--- config.mk ---
export PLATFORM = sky130hd
export DESIGN_NAME = rng_req_arbiter
export DESIGN_NICKNAME = d
export VERILOG_FILES = /design/src/rtl/rng_req_arbiter.sv
export SDC_FILE = /design/constraint.sdc
export NUM_CORES = 1
export LEC_CHECK = 0
export CORE_MARGIN = 2
export CORE_UTILIZATION = 42
export DETAILED_ROUTE_END_ITERATION = 8
export HOLD_SLACK_MARGIN = 0.08
export PLACE_DENSITY = 0.86
export SETUP_SLACK_MARGIN = 0.05
export SKIP_CTS_REPAIR_TIMING = 1
export SLEW_MARGIN = 30
export SYNTH_ARGS = -nofsm -noshare
export SYNTH_HDL_FRONTEND = slang
export SYNTH_SLANG_ARGS = --single-unit
--- constraint.sdc ---
create_clock -name clk -period 1.8 [get_ports clk]
set_input_delay 0.18 -clock clk [delete_from_list [all_inputs] [get_ports clk]]
set_output_delay 0.18 -clock clk [all_outputs]
set_load 0.01 [all_outputs]
--- src/rtl/rng_req_arbiter.sv ---
// Round-robin arbiter sharing one RNG core among NREQ requesters: sequences reseeding,
// selects the core mode per winner and returns a sampled byte with a grant pulse.
// Optional grant counter output enabled by defining RNG_ARB_STATS_EN.
module rng_req_arbiter #(
   parameter int          NREQ         = 4,
   parameter int          SEED_CYCLES  = 2,
   parameter int          GAP_CYCLES   = 1,
   parameter logic [3:0]  DEFAULT_SEED = 4'h1
) (
   input  logic                clk,
   input  logic                reset,
   input  logic [NREQ-1:0]     req,
   input  logic [2*NREQ-1:0]   req_mode,
   input  logic                reseed,
   input  logic [3:0]          seed_in,
   output logic                rng_reset,
   output logic [3:0]          rng_seed,
   output logic [1:0]          rng_mode,
   input  logic [7:0]          rng_data,
   output logic [NREQ-1:0]     gnt,
   output logic [7:0]          data_out,
   output logic                data_valid,
   output logic                busy
`ifdef RNG_ARB_STATS_EN
   ,
   output logic [15:0]         grant_count
`endif
);

   localparam int IW    = (NREQ > 1) ? $clog2(NREQ) : 1;
   localparam int CMAX  = (SEED_CYCLES > GAP_CYCLES) ? SEED_CYCLES : GAP_CYCLES;
   localparam int CNT_W = $clog2(CMAX + 1);

   typedef enum logic [2:0] {
      S_SEED,
      S_IDLE,
      S_SETTLE,
      S_DELIVER,
      S_GAP
   } state_t;

   state_t             state;
   logic [CNT_W-1:0]   cnt;
   logic [IW-1:0]      rr;
   logic [IW-1:0]      win;
   logic [IW-1:0]      pick;
   logic [IW-1:0]      cand;
   logic               found;
   logic               pending;
   logic [1:0]         modes [NREQ];
   logic [NREQ-1:0]    onehot_lsb;

   assign onehot_lsb = {{(NREQ-1){1'b0}}, 1'b1};

   always_comb begin
      for (int i = 0; i < NREQ; i++) modes[i] = req_mode[2*i +: 2];
   end

   // Round-robin search starts just after the last winner and wraps modulo NREQ.
   always_comb begin
      pick  = rr;
      cand  = '0;
      found = 1'b0;
      for (int k = 1; k <= NREQ; k++) begin
         cand = IW'((int'(rr) + k) % NREQ);
         if (!found && req[cand]) begin
            found = 1'b1;
            pick  = cand;
         end
      end
   end

   always_ff @(posedge clk or posedge reset) begin
      if (reset) begin
         state      <= S_SEED;
         cnt        <= '0;
         rng_reset  <= 1'b1;
         rng_seed   <= DEFAULT_SEED;
         rng_mode   <= 2'b00;
         gnt        <= '0;
         data_out   <= 8'h00;
         data_valid <= 1'b0;
         busy       <= 1'b1;
         rr         <= IW'(NREQ - 1);
         win        <= '0;
         pending    <= 1'b0;
      end else begin
         // A reseed seen outside IDLE is remembered and served at the next IDLE.
         if (state != S_IDLE && reseed) pending <= 1'b1;
         case (state)
            S_SEED: begin
               if (cnt == CNT_W'(SEED_CYCLES - 1)) begin
                  cnt       <= '0;
                  rng_reset <= 1'b0;
                  busy      <= 1'b0;
                  state     <= S_IDLE;
               end else begin
                  cnt <= cnt + CNT_W'(1);
               end
            end
            S_IDLE: begin
               if (reseed || pending) begin
                  rng_seed  <= (seed_in == 4'h0) ? DEFAULT_SEED : seed_in;
                  pending   <= 1'b0;
                  rng_reset <= 1'b1;
                  cnt       <= '0;
                  busy      <= 1'b1;
                  state     <= S_SEED;
               end else if (|req) begin
                  rng_mode <= modes[pick];
                  win      <= pick;
                  busy     <= 1'b1;
                  state    <= S_SETTLE;
               end
            end
            S_SETTLE: begin
               data_out   <= rng_data;
               gnt        <= onehot_lsb << win;
               data_valid <= 1'b1;
               rr         <= win;
               state      <= S_DELIVER;
            end
            S_DELIVER: begin
               gnt        <= '0;
               data_valid <= 1'b0;
               if (GAP_CYCLES == 0) begin
                  busy  <= 1'b0;
                  state <= S_IDLE;
               end else begin
                  cnt   <= '0;
                  state <= S_GAP;
               end
            end
            S_GAP: begin
               if (cnt == CNT_W'(GAP_CYCLES - 1)) begin
                  cnt   <= '0;
                  busy  <= 1'b0;
                  state <= S_IDLE;
               end else begin
                  cnt <= cnt + CNT_W'(1);
               end
            end
            default: begin
               state      <= S_SEED;
               cnt        <= '0;
               rng_reset  <= 1'b1;
               gnt        <= '0;
               data_valid <= 1'b0;
               busy       <= 1'b1;
            end
         endcase
      end
   end

`ifdef RNG_ARB_STATS_EN
   always_ff @(posedge clk or posedge reset) begin
      if (reset) begin
         grant_count <= '0;
      end else if (state == S_IDLE && (reseed || pending)) begin
         grant_count <= '0;
      end else if (state == S_SETTLE && grant_count != 16'hFFFF) begin
         grant_count <= grant_count + 16'd1;
      end
   end
`endif

endmodule

# ---- Yosys cells after proc, flatten, opt, wreduce, memory -nomap -nowiden
# Cells that the tools add are included.
dict set report totals {
  wordCells 99
  in_bits 27
  register_bits 31
  out_inout_bits 21
}
dict set report op_classes {
  n_lt_le_gt_ge 5
  shifts 1
  n_addsub 5
  n_bitwise 5
  mux 40
  reduce_logical 21
  eq_ne 10
}
# op n
set ops {}
lappend ops {{two-way mux 2 bit} 9}
lappend ops {{two-way mux 1 bit} 15}
lappend ops {{one-hot mux 3 bit (5 select lines)} 1}
lappend ops {{less-than comparator 2 x 3 -> 1 bit, second input constant} 4}
lappend ops {{two-way mux 3 bit} 4}
lappend ops {{AND reduction 3 bit} 3}
lappend ops {{binary-select mux 1 bit (select 2 bit)} 4}
lappend ops {{one-hot mux 2 bit (4 select lines)} 1}
lappend ops {{one-hot mux 4 bit (2 select lines)} 1}
lappend ops {{adder 2 x 1 -> 2 bit, second input constant} 3}
lappend ops {{== test 3 x 2 -> 1 bit, second input constant} 2}
lappend ops {{inequality test 2 bit, second input constant} 3}
lappend ops {{OR reduction 3 bit} 2}
lappend ops {{adder 2 bit, second input constant} 2}
lappend ops {{binary-select mux 2 bit (select 2 bit)} 1}
lappend ops {{logical AND 1 bit} 4}
lappend ops {{logical NOT 4 bit} 1}
lappend ops {{two-way mux 4 bit} 1}
lappend ops {{NOT 1 bit} 4}
lappend ops {{one-hot mux 1 bit (4 select lines)} 1}
lappend ops {{AND reduction 2 bit} 2}
lappend ops {{AND reduction 4 bit} 1}
lappend ops {{OR reduction 4 bit} 1}
lappend ops {{left shift 1 x 2 -> 4 bit, first input constant} 1}
lappend ops {{other kinds (14)} 16}

# ---- Depth between registers and ports, before layout
dict set report depth {
  depth_word 17
  mapped_depth 7
  depth_no_buf 7
}

# ---- Least setup slack after synthesis
# OpenSTA, ideal clock, no wires.
dict set report synth_timing {
  path_kind {register to register}
  startpoint {register state[1]}
  endpoint {register rng_mode[1]}
  arrival_time_ps 1608
  synth_period_minus_slack_ps 1739
  required_ps 1668
  slack_ps 61
  path_stages_with_launch 8
  setup_time_ps 132
  path_buffers 2
  path_cell_list {dfrtp_1 > buf_6 > or3b_4 > nor3_4 > nand2b_1 > buf_6 > a2111oi_4 > a211oi_2}
}
dict set report synth_via {
  elab_chain_cells 2
}
# item line_no
set synth_rtl {}
lappend synth_rtl {{start: declaration} 42} ;# state_t state;
lappend synth_rtl {{start signal: assignment} 75} ;# state <= S_SEED;
lappend synth_rtl {{start signal: assignment} 96} ;# state <= S_IDLE;
lappend synth_rtl {{start signal: assignment} 108} ;# state <= S_SEED;
lappend synth_rtl {{== test 3 x 1 -> 1 bit} 90} ;# case (state)
lappend synth_rtl {{AND reduction 3 bit (no source line)} -}
lappend synth_rtl {{end signal: assignment} 110} ;# rng_mode <= modes[pick];
lappend synth_rtl {{end: declaration} 18} ;# output logic [1:0] rng_mode,
# Every way passes these cells.
# A chain may end at the register's enable or synchronous reset.

# ---- Final worst setup path
dict set report layout_timing {
  startpoint {register state[2]}
  endpoint {register rng_mode[1]}
}
# Same word-level chain as after synthesis.

==> impl_metrics.py <==
metrics = {
    "run_status": {
        "status": "finished clean",
    },
    "timing": {
        "holdWs_ns": 0.2790,
        "period_needed_ns": 1.670,
        "max_freq_mhz": 598.8,
        "rsz0062_at_grt": "no",
        "skew_ns": 0.006124,
        "maxSlewViolCount": 0,
        "worst_slack_ns": 0.1301,
        "finalSetupTns_ns": 0,
        "fin_crit_sh_pct": 92.77,
        "hold_violations": 0,
        "finalSetupViolCount": 0,
        "worst_slew_margin_rel_pct": 73.97,
        "worst_pin_slew_ns": 0.3890,
    },
    "grt": {
        "grt_max_degree": 32,
        "grt_usage_pct": 18.66,
        "grt_pass1_wl_mm": 5.982,
        "grt_pass1_vias": 1370,
        "antenna_found_initial": 0,
        "grt_overflow": 0,
    },
    "yosys": {
        "syn_nets": 175,
        "yosys.area_share.simple_pct": 17.20,
        "synthMuxAreaShare_pct": 10.05,
        "synthAdderAreaFrac_pct": 2.412,
        "syn_area_mm2": 0.001556,
        "synth_xor_xnor_area_share_pct": 0,
        "ys_warn_count": 0,
        "synth_top_family_by_area": "simple AND/OR/NAND/NOR gates",
        "synth.avg_cell_area_um2": 10.73,
        "synth_cell_types": 37,
        "synth_seq_area_share_pct": 50.24,
        "syn_inst": 145,
        "ys_seq_elements": 31,
        "synth_compound_area_share_pct": 16.64,
    },
    "finish": {
        "fin_area_mm2": 0.002243,
        "layout.cells.most_common": "clkdlybuf4s50_1",
        "n_fill_cell": 306,
        "seq_area_um2": 782.0,
        "layout_common_cells": "47 x clkdlybuf4s50_1, 26 x dfrtp_1, 14 x nor2_1, 13 x mux2_2, 12 x nand2_1",
        "multiInputGateArea_um2": 733.2,
        "instances_no_fill": 254,
        "final_net_count": 235,
        "num_antenna_cells": 0,
        "fin_util_pct": 62.21,
        "drive_gt1_share_pct": 21.36,
        "area_growth_pct": 44.13,
    },
    "detailed_routing": {
        "wirelength_mm": 3.465,
        "post_drt_wl_per_cell_um": 13.64,
        "drt_iter0_markers": 157,
        "vias_per_cell": 5.106,
        "vias": 1297,
        "first_pass_iters": 4,
        "ant_nets": 0,
        "drc": 0,
    },
    "flow_run": {
        "maxCapViolations": 0,
    },
    "floorplanning": {
        "die_h_um": 64.88,
        "fp.dieArea_mm2": 0.004209,
        "die_x_um": 64.88,
        "std_cell_rows": 22,
        "ioPinCount": 48,
        "core_area_mm2": 0.003606,
        "start_util_pct": 43.16,
    },
    "clock_tree": {
        "clk_latency_ns": 0.28,
        "cts.path.max_buffers": 2,
        "htreeDepth": 2,
        "cts_root_buf": "clkbuf_8",
        "cts_num_sinks": 31,
        "clk_pin_slew_worst_paths_ns": 0.06,
        "numCtsBuffers": 5,
        "cts_tree": "built",
    },
    "place": {
        "io_buffers": 47,
        "place_ws_ns": -0.05756,
        "place_inst": 246,
        "postPlaceCellArea_mm2": 0.002131,
        "hpwl_mm": 2.611,
        "finalWeightedCongestion": 0.8360,
    },
    "pwr": {
        "p_per_area_mw_per_mm2": 1629,
        "peakVddDrop_mv": 0.8621,
        "p_leak_nw": 0.9330,
        "finalPower_mw": 3.654,
    },
    "critical_path": {
        "critical_path_class": "reg -> reg",
        "cp.required_ns": 1.96,
        "crit_arrival_ns": 1.83,
        "cp-start-kind": "register",
        "r2r_cells": 5,
        "end_kind": "register",
        "r2r_slack_ns": 0.13,
        "crit_path_max_fanout": 6,
    },
    "hold_path": {
        "hold_class": "in -> async",
    },
}
-- layer usage --
metal,vias to the layer above,global-route usage [%],share of wire (%)
li1,635,-,-
met1,608,22.53,41
met2,49,30.28,50
met3,5,7.118,7.6
met4,0,6.649,1.1
met5,-,0,0
-- report_power, final --
group / total (mW) / internal (mW) / switching [mW]
sequential: 1.24 / 1.04 / 0.204
combinational: 1.81 / 0.988 / 0.826
clock: 0.596 / 0.348 / 0.248
total: 3.65 / 2.38 / 1.28
-- flip-flops by register name, summed over array words and instances, names as in the netlist, 2 cells and up --
register	flops
win	2
rng_seed	4
state	3
rng_mode	2
data_out	8
rr	2
gnt	4
cnt	2
-- cell type report --
class,instances,share of cell area [%]
multi-input combinational,105,32.68
sequential,31,34.86
clock buffer,8,4.462
timing repair buffer,58,24.65
inverter,4,0.6693
tap,48,2.677
-- path summary, 6_finish.rpt --
check,end,start
max,rng_mode[1],state[2]
min,data_out[2],reset
max reg2reg,rng_mode[1],state[2]
min reg2reg,rng_mode[0],rng_mode[0]
max in group asynchronous,rng_seed[0],reset
min in group clk,rng_seed[0],seed_in[0]
-- critical path, stage by stage (launching register included) --
cell       delay [ns]
dfrtp_1          0.39
or3b_4           0.43
nor3_4           0.20
nand2b_4         0.12
a2111oi_4        0.36
a211oi_2         0.06
-- synthesized netlist by cell type, drive strengths merged --
cell	number	area share [%]
nor2b	6	2.4
a21boi	1	0.48
mux2i	1	0.64
a2111oi	1	1.8
o21bai	1	0.48
nand2b	5	2.0
nand3	1	0.32
or2	2	0.80
a22oi	1	0.48
o31ai	1	0.48
nor2	14	3.4
a31oi	1	0.40
a211oi	3	1.8
dfstp	5	8.4
or3b	1	0.72
nor3b	4	1.9
a22o	1	0.56
mux2	13	9.4
clkbuf	1	0.24
a21oi	10	3.2
a2bb2oi	1	0.56
ha	3	2.4
a21o	2	0.96
buf	4	2.3
and3	1	0.40
nor3	5	2.3
inv	4	0.96
o22a	1	0.56
dfrtp	26	42
o32ai	2	1.1
a32oi	1	0.56
o21ai	10	3.2
nand2	12	2.9
-- kinds of logic (layout without fill, tap and decap cells) --
| kind of cell | after synthesis | after routing |
|---|---|---|
| AO/OA/AOI/OAI | 37 | 37 |
| flip-flops | 31 | 31 |
| AND/OR/NAND/NOR | 51 | 51 |
| adder cells (fa/ha/maj) | 3 | 3 |
| buffers and inverters | 9 | 70 |
| multiplexers | 14 | 14 |
(Power assumes the default switching activity.)
